`src/rtl/dot_stream.sv`:
```
// dot_stream: streaming fixed-point dot-product engine.
// It fetches weight/activation pairs over an Avalon-MM read master and keeps
// up to MAX_OUTSTANDING reads in flight. Each pair is multiplied in Q format,
// and the products are accumulated onto a bias, with either wrap or saturating
// arithmetic. Configuration and result readback go through an Avalon-MM slave.
//
// Ports:
//   clk, rst                 clock, synchronous active-high reset
//   slave_*                  CPU register access; waitrequest stalls while busy
//                            (status/progress reads never stall)
//   master_*                 read-only memory master; responses arrive in order
//   irq                      level done interrupt, cleared by any reg 0 access
//
// Register map (word index):
//   0 W=start / R=result     1 R=status {done, busy}
//   2 weight base            3 activation base
//   4 bias                   5 length (elements)
//   6 mode (bit0 saturate)   7 R=elements completed
module dot_stream #(
  parameter int unsigned DATA_W          = 32,
  parameter int unsigned FRAC_BITS       = 16,
  parameter int unsigned MAX_OUTSTANDING = 4
) (
  input  logic        clk,
  input  logic        rst,
  output logic        slave_waitrequest,
  input  logic [3:0]  slave_address,
  input  logic        slave_read,
  output logic [31:0] slave_readdata,
  input  logic        slave_write,
  input  logic [31:0] slave_writedata,
  input  logic        master_waitrequest,
  output logic [31:0] master_address,
  output logic        master_read,
  input  logic [31:0] master_readdata,
  input  logic        master_readdatavalid,
  output logic        master_write,
  output logic [31:0] master_writedata,
  output logic        irq
);

  localparam int unsigned CNT_W  = 33;  // 2 * length reads needs one extra bit
  localparam int unsigned OUT_W  = 4;
  localparam int unsigned PROD_W = 2 * DATA_W;

  typedef enum logic [0:0] {IDLE, RUN} state_t;

  state_t state, state_next;

  // Configuration registers
  logic [31:0]        wbase;
  logic [31:0]        abase;
  logic [DATA_W-1:0]  bias;
  logic [31:0]        length;
  logic               mode_sat;

  // Job state
  logic [DATA_W-1:0]  result;
  logic [DATA_W-1:0]  acc;
  logic [DATA_W-1:0]  weight;
  logic [DATA_W-1:0]  product;
  logic               pvalid;
  logic               done;
  logic               last_acc;
  logic [31:0]        completed;
  logic [CNT_W-1:0]   issue_cnt;
  logic [CNT_W-1:0]   resp_cnt;
  logic [OUT_W-1:0]   outstanding;

  // Combinational helpers
  logic               fast_rd;
  logic               slv_rd;
  logic               slv_wr;
  logic               start;
  logic               finish;
  logic               accept;
  logic               rdv;
  logic [CNT_W-1:0]   total;
  logic [CNT_W-1:0]   iss_next;
  logic [OUT_W-1:0]   out_next;
  logic [31:0]        rd_base;
  logic [31:0]        rd_addr;
  logic               issue_more;
  logic signed [PROD_W-1:0] mult_full;
  logic [DATA_W-1:0]  product_next;
  logic [DATA_W:0]    sum_ext;
  logic [DATA_W-1:0]  acc_next;
  logic [31:0]        completed_inc;
  logic               final_acc;

  assign master_write     = 1'b0;
  assign master_writedata = 32'd0;

  // Slave decode: status/progress reads are served at once, everything else waits for IDLE
  always_comb begin
    fast_rd           = slave_read && ((slave_address == 4'd1) || (slave_address == 4'd7));
    slave_waitrequest = (state == RUN) && (slave_read || slave_write) && !fast_rd;
    slv_rd            = slave_read && !slave_waitrequest;
    slv_wr            = slave_write && !slave_waitrequest;
    slave_readdata    = 32'd0;
    if (slv_rd) begin
      case (slave_address)
        4'd0:    slave_readdata = 32'($signed(result));
        4'd1:    slave_readdata = {30'd0, done, (state == RUN)};
        4'd2:    slave_readdata = wbase;
        4'd3:    slave_readdata = abase;
        4'd4:    slave_readdata = 32'($signed(bias));
        4'd5:    slave_readdata = length;
        4'd6:    slave_readdata = {31'd0, mode_sat};
        4'd7:    slave_readdata = completed;
        default: slave_readdata = 32'd0;
      endcase
    end
  end

  // State register
  always_ff @(posedge clk) begin
    if (rst) begin
      state <= IDLE;
    end else begin
      state <= state_next;
    end
  end

  // Next-state logic
  always_comb begin
    state_next = state;
    start      = 1'b0;
    finish     = 1'b0;
    case (state)
      IDLE: begin
        if (slv_wr && (slave_address == 4'd0)) begin
          start      = 1'b1;
          state_next = RUN;
        end
      end
      RUN: begin
        if (last_acc) begin
          finish     = 1'b1;
          state_next = IDLE;
        end
      end
      default: state_next = IDLE;
    endcase
  end

  // Read issue: next request index, its address and the outstanding limit
  always_comb begin
    accept     = master_read && !master_waitrequest;
    rdv        = (state == RUN) && master_readdatavalid;
    total      = {length, 1'b0};
    iss_next   = issue_cnt + CNT_W'(accept);
    out_next   = outstanding + OUT_W'(accept) - OUT_W'(rdv);
    rd_base    = iss_next[0] ? abase : wbase;
    rd_addr    = rd_base + {iss_next[30:1], 2'b00};
    issue_more = (iss_next < total) && (out_next < OUT_W'(MAX_OUTSTANDING));
  end

  // Q-format multiply and wrap/saturate accumulate
  always_comb begin
    mult_full     = PROD_W'($signed(weight)) * PROD_W'($signed(master_readdata[DATA_W-1:0]));
    product_next  = DATA_W'(mult_full >>> FRAC_BITS);
    sum_ext       = (DATA_W + 1)'($signed(acc)) + (DATA_W + 1)'($signed(product));
    acc_next      = sum_ext[DATA_W-1:0];
    if (mode_sat && (sum_ext[DATA_W] != sum_ext[DATA_W-1])) begin
      acc_next = sum_ext[DATA_W] ? {1'b1, {(DATA_W-1){1'b0}}} : {1'b0, {(DATA_W-1){1'b1}}};
    end
    completed_inc = completed + 32'd1;
    final_acc     = pvalid && (completed_inc == length);
  end

  // Datapath, counters and registered outputs
  always_ff @(posedge clk) begin
    if (rst) begin
      wbase          <= 32'd0;
      abase          <= 32'd0;
      bias           <= '0;
      length         <= 32'd0;
      mode_sat       <= 1'b0;
      result         <= '0;
      acc            <= '0;
      weight         <= '0;
      product        <= '0;
      pvalid         <= 1'b0;
      done           <= 1'b0;
      last_acc       <= 1'b0;
      completed      <= 32'd0;
      issue_cnt      <= '0;
      resp_cnt       <= '0;
      outstanding    <= '0;
      master_read    <= 1'b0;
      master_address <= 32'd0;
      irq            <= 1'b0;
    end else begin
      pvalid <= 1'b0;

      if (slv_wr) begin
        case (slave_address)
          4'd2:    wbase    <= slave_writedata;
          4'd3:    abase    <= slave_writedata;
          4'd4:    bias     <= slave_writedata[DATA_W-1:0];
          4'd5:    length   <= slave_writedata;
          4'd6:    mode_sat <= slave_writedata[0];
          default: ;
        endcase
      end

      if ((slv_rd || slv_wr) && (slave_address == 4'd0)) begin
        irq <= 1'b0;
      end

      if (start) begin
        acc            <= bias;
        completed      <= 32'd0;
        issue_cnt      <= '0;
        resp_cnt       <= '0;
        outstanding    <= '0;
        done           <= 1'b0;
        irq            <= 1'b0;
        last_acc       <= 1'b0;
        master_read    <= (length != 32'd0);
        master_address <= wbase;
      end else if (state == RUN) begin
        issue_cnt   <= iss_next;
        outstanding <= out_next;
        master_read <= issue_more;
        if (issue_more) begin
          master_address <= rd_addr;
        end

        // Even responses are weights, odd ones complete a pair
        if (rdv) begin
          resp_cnt <= resp_cnt + CNT_W'(1);
          if (!resp_cnt[0]) begin
            weight <= master_readdata[DATA_W-1:0];
          end else begin
            product <= product_next;
            pvalid  <= 1'b1;
          end
        end

        if (pvalid) begin
          acc       <= acc_next;
          completed <= completed_inc;
        end

        // last_acc marks the final accumulate; a zero-length job uses one idle slot instead
        if (finish) begin
          result      <= acc;
          done        <= 1'b1;
          irq         <= 1'b1;
          last_acc    <= 1'b0;
          master_read <= 1'b0;
        end else if (final_acc || ((length == 32'd0) && !last_acc)) begin
          last_acc <= 1'b1;
        end
      end
    end
  end

endmodule

```
`config.mk`:
```
export PLATFORM = sky130hd
export DESIGN_NAME = dot_stream
export DESIGN_NICKNAME = d
export VERILOG_FILES = /design/src/rtl/dot_stream.sv
export SDC_FILE = /design/constraint.sdc
export NUM_CORES = 2
export LEC_CHECK = 0
export ABC_CLOCK_PERIOD_IN_PS = 18600
export BUFFER_PORTS_ARGS = -buffer_cell sky130_fd_sc_hd__buf_2
export CAP_MARGIN = 10
export CORE_MARGIN = 1.5
export CORE_UTILIZATION = 30
export DETAILED_ROUTE_END_ITERATION = 12
export GPL_ROUTABILITY_DRIVEN = 1
export GPL_TIMING_DRIVEN = 0
export SLEW_MARGIN = 5
export SYNTH_ARGS = -nofsm -noshare
export SYNTH_HDL_FRONTEND = slang
export SYNTH_SLANG_ARGS = --single-unit
```
`constraint.sdc`:
```
create_clock -name clk -period 18.6 [get_ports clk]
set_input_delay 2.79 -clock clk [delete_from_list [all_inputs] [get_ports clk]]
set_output_delay 2.79 -clock clk [all_outputs]
set_load 0.01 [all_outputs]
```
Word level (Yosys, flattened, before mapping)
Index checks and enable logic that the tools add are counted.
{"block": "word_totals", "inputBits": 74, "word_cells": 113, "ff_bits": 397}
{"block": "op_classes", "n_addsub": 7, "muxes": 26, "bitwise_logic": 4, "n_mul": 1, "eq_ne": 9, "n_lt_le_gt_ge": 2, "n_reduce_logical": 44}
{"op": "$mux 32", "count": 10}
{"op": "$pmux 32 s8", "count": 1}
{"op": "$mul 32x32->48", "count": 1}
{"op": "$add 32x32->33", "count": 1}
{"op": "$add 33x1->33", "count": 1}
{"op": "$add 33x1->33 const B", "count": 1}
{"op": "$lt 33x33->1", "count": 1}
{"op": "$add 32x1->32 const B", "count": 1}
{"op": "$add 32x32->32", "count": 1}
{"op": "$eq 32x32->1", "count": 1}
{"op": "$logic_not 32->1", "count": 1}
{"op": "$reduce_bool 32->1", "count": 1}
{"op": "$reduce_and 2->1", "count": 11}
{"op": "$eq 4x3->1 const B", "count": 4}
{"op": "$mux 1", "count": 14}
{"op": "$logic_and 1x1->1", "count": 13}
{"op": "$eq 4x2->1 const B", "count": 2}
{"op": "$reduce_and 4->1", "count": 2}
{"op": "$reduce_bool 2->1", "count": 4}
{"op": "$add 4x1->4", "count": 1}
{"op": "$eq 4x1->1 const B", "count": 1}
{"op": "$logic_not 1->1", "count": 4}
{"op": "$logic_not 4->1", "count": 1}
{"op": "$logic_or 1x1->1", "count": 4}
{"op": "other kinds (8)", "count": 11}

Logic depth before layout (Yosys ltp)
{"block": "logic_depth", "ltp_word": 12, "ltp_mapped": 28, "depth_no_buf": 27}

Worst setup path after synthesis
Ideal clock, no wire load.
{"block": "synth_timing", "path_kind": "input -> register", "from": "in master_readdata[8]", "to": "reg product[26]", "stages": 26, "slack_ns": 9.108, "t_arrival_ns": 9.370, "cell_sequence": "clkbuf_1 > nand2_1 > fa_1 > inv_1 > fa_1 > inv_1 > fa_1 > inv_1 > fa_1 > inv_1 > fa_1 > inv_1 > fa_1 > fa_1 > fa_1 > ha_1 > nand2_1 > nor2_1 > nand4_1 > a211o_1 > a311oi_1 > o211ai_1 > nand2_1 > a31oi_1 > and4_1 > a311o_1"}
{"block": "synth_via", "elab_chain_len": 1}
{"element": "start: declaration", "line_no": "35", "source": "input logic [31:0] master_readdata,"}
{"element": "$mul 32x32->48", "line_no": "161", "source": "mult_full = PROD_W'($signed(weight)) * PROD_W'($signed(master_readdata[DATA_W-1:0]));"}
{"element": "end signal: assignment", "line_no": "237", "source": "product <= product_next;"}
{"element": "end: declaration", "line_no": "61", "source": "logic [DATA_W-1:0] product;"}
No other way between the ends.
A chain may end at the register's enable or synchronous reset.

Final worst setup path
{"block": "layout_timing", "from": "in master_readdata[7]", "to": "reg product[26]"}
The elaborated chain is that of the path after synthesis.

==> results.json <==
{
  "dp_cells": 8181,
  "wl_per_cell_microns": 22.5,
  "maxCapViolations": 0,
  "die_height_microns": 410,
  "synth_top_area_cell": "fa_1",
  "swShare_pct": 32.8,
  "synth-main-ff-cell": "dfxtp_1",
  "cts_resized": 0,
  "ys_seq_elements": 365,
  "netlist.area_leader.share_pct": 33.9,
  "clk_latency_ns": 0.66,
  "setup_viol": 0,
  "max_freq_mhz": 91.0,
  "regMostFlops": "issue_cnt",
  "postCtsHoldBufs": 0,
  "power_frac_clock_pct": 44.7,
  "cp-start-kind": "input port",
  "cts_buffer_depth": 3,
  "io_pins": 174,
  "grt_pass1_wl_mm": 274,
  "dpl.hpwl_mm": 156,
  "dieArea_sq_um": 168000,
  "antenna_found_initial": 22,
  "clk_pin_slew_ns": 0.06,
  "rr_worst_depth": 23,
  "postRouteWirelength_mm": 186,
  "syn_inst": 5825,
  "reg2reg_slack_ns": 9.51,
  "seq_power_share_pct": 35.8,
  "finalCritPeriodShare_pct": 59.1,
  "ant_nets": 0,
  "r2r-end": "product[26]",
  "crit_end": "product[26]",
  "syn_area_sq_um": 49700,
  "track_usage_pct": 21.9,
  "synth_edf_count": 0,
  "cts_buffers": 46,
  "cp.required_ns": 19.11,
  "nets": 7218,
  "p_leak_nw": 23.8,
  "largest_reg_flops": 33,
  "finalMaxSlewViolations": 0,
  "grt_max_degree": 15,
  "syn_area_per_cell_sq_um": 8.52,
  "synth_common_cells": "1,047 x nand2_1, 859 x inv_1, 841 x fa_1, 414 x and2_1, 366 x a21oi_1",
  "core.rowCount": 149,
  "p_sw_uw": 731,
  "rsz0062_at_grt": "no",
  "layout_min_cycle_time_ns": 10.99,
  "io_buffers": 134,
  "tns_ns": 0,
  "p_int_mw": 1.50,
  "ys_seq_area_share_pct": 14.7,
  "start_util_pct": 30.2,
  "cp-end-kind": "flop",
  "cts_tree": "done",
  "globalRouteOverflowTotal": 0,
  "regToRegStartpoint": "weight[19]",
  "cts_setup_buffers": 0,
  "synth.most_common_cell": "nand2_1",
  "ir_drop_mv": 0.0659,
  "pwr-share-comb_pct": 19.6,
  "grt_pass1_vias": 42429,
  "synthArstFlopShare_pct": 0,
  "cts_root_buf": "clkbuf_16",
  "core_area_sq_um": 165000,
  "cts_max_level": 2,
  "synth_area_leaders": "fa_1 34%, dfxtp_1 15%, nand2_1 7.9%",
  "powerDensity_nw_per_um2": 40.6,
  "hold_slack_ns": 0.461,
  "finClkSkew_ns": 0.0433,
  "synthDistinctLibCells": 96,
  "gp_congestion": 1.01,
  "layout-area-overhead-vs-synth_pct": 10.5,
  "drt_iter0_markers": 4022,
  "final_core_util_pct": 33.3,
  "slew_headroom_pct": 16.9,
  "final_cells": 8274,
  "remaining_drc_errors": 0,
  "via_per_inst": 5.12,
  "cp_max_fo": 10,
  "worstPathArrival_ns": 11.50,
  "hold_viol_final": 0,
  "outcome": "finished clean",
  "fp.dieW_microns": 410,
  "crit_type": "input port to flop",
  "drive_gt1_share_pct": 6.12,
  "drtPass1Iterations": 6,
  "ys_warn_count": 0,
  "startpoint": "master_readdata[7]",
  "cts.sinks": 365,
  "hp-class": "flop to flop",
  "worst_slew_pin_slew_ns": 1.24,
  "vias": 42397
}
==> per-stage QoR <==
step	setup slack, ns	area (sq um)	total power [mW]
floorplan	9.11	49800	1.06
finish	7.61	54900	2.23
global placement	7.22	53200	1.24
CTS	7.80	54900	2.23
global route	7.35	54900	2.30
detailed placement	7.15	53200	1.24
==> cell usage in the layout (no fill, tap or decap), types with 8 or more instances in the layout <==
cell | Yosys | routed
or3_1 | 12 | 12
a21o_1 | 61 | 61
clkbuf_16 | 0 | 46
a22oi_1 | 94 | 94
o31ai_1 | 21 | 21
a211oi_1 | 19 | 19
clkinv_2 | 0 | 12
a21oi_1 | 366 | 366
nand2b_1 | 22 | 22
nand4_1 | 47 | 47
xnor2_1 | 135 | 135
inv_1 | 859 | 859
clkbuf_1 | 322 | 325
and2_1 | 414 | 414
nand3_1 | 53 | 53
mux2_2 | 30 | 30
nand2_1 | 1047 | 1047
o21ai_0 | 69 | 69
o21a_1 | 10 | 10
o21bai_1 | 14 | 14
ha_1 | 262 | 262
and3_1 | 28 | 28
a31oi_1 | 42 | 42
nor2_1 | 222 | 222
nor3_1 | 46 | 46
a2111oi_2 | 12 | 12
xor2_1 | 118 | 118
nor4_1 | 34 | 33
dfxtp_1 | 365 | 365
conb_1 | 1 | 33
buf_2 | 17 | 151
buf_1 | 11 | 11
nor2b_1 | 22 | 22
clkbuf_8 | 0 | 8
o211ai_1 | 10 | 10
fa_1 | 841 | 841
mux2i_1 | 13 | 13
buf_4 | 41 | 41
==> worst max-delay path, stage by stage <==
cell	delay, ns
buf_2	0.15
clkbuf_1	0.93
and2_1	0.49
fa_1	0.51
fa_1	0.46
fa_1	0.55
inv_1	0.06
fa_1	0.48
inv_1	0.05
fa_1	0.48
fa_1	0.56
fa_1	0.42
fa_1	0.46
ha_1	0.29
clkbuf_1	0.32
and3_1	0.26
nand4_1	0.10
a211o_1	0.26
a311oi_1	0.66
o211ai_1	0.30
nand2_1	0.19
a31oi_1	0.18
and4_1	0.25
a311o_1	0.27
==> final cells by class <==
class | instances | area [sq um]
fillers | 17275 | 110000
inverters | 859 | 3220
plain buffers | 394 | 1680
repair buffers | 136 | 713
multi-input cells | 4239 | 37600
clock inverters | 26 | 347
flip-flops and latches | 365 | 7310
clock buffers | 59 | 1280
diodes | 7 | 17.5
well taps | 2189 | 2740
==> power groups by stage <==
stage	logic (mW)	clock network (mW)	registers, mW
detailed placement	0.428	0	0.815
global placement	0.421	0	0.815
global route	0.471	1.03	0.798
finish	0.436	0.995	0.798
floorplan	0.253	0	0.812
CTS	0.430	1.00	0.797
==> worst min path at each step <==
stage	depth (start not counted)	end	from	slack, ns
after floorplan	2	product[0]	product[0]	0.44
after global placement	2	result[14]	result[14]	0.45
after detailed placement	2	result[14]	result[14]	0.45
after CTS	2	result[17]	result[17]	0.46
after global routing	2	result[14]	result[14]	0.47
final	2	product[21]	product[21]	0.46
==> metal layers <==
layer	part of all wire, %	global-route usage, %	up-vias
met2	45	34.5	2073
met5	0.069	0	-
met4	5.0	9.41	20
met3	10	4.56	429
met1	40	29.0	21242
li1	-	-	18633
==> logic make-up after synthesis <==
group,count (synthesis),synth area share [%]
compound gates,803,10.5
fa+ha+maj,1103,40.5
buf+inv,1253,9.87
xor+xnor,254,4.50
mux,45,0.995
simple gates,2001,18.9
other cells,1,0.00755
flops,365,14.7
No activity file was read; power rests on OpenSTA's default activity.
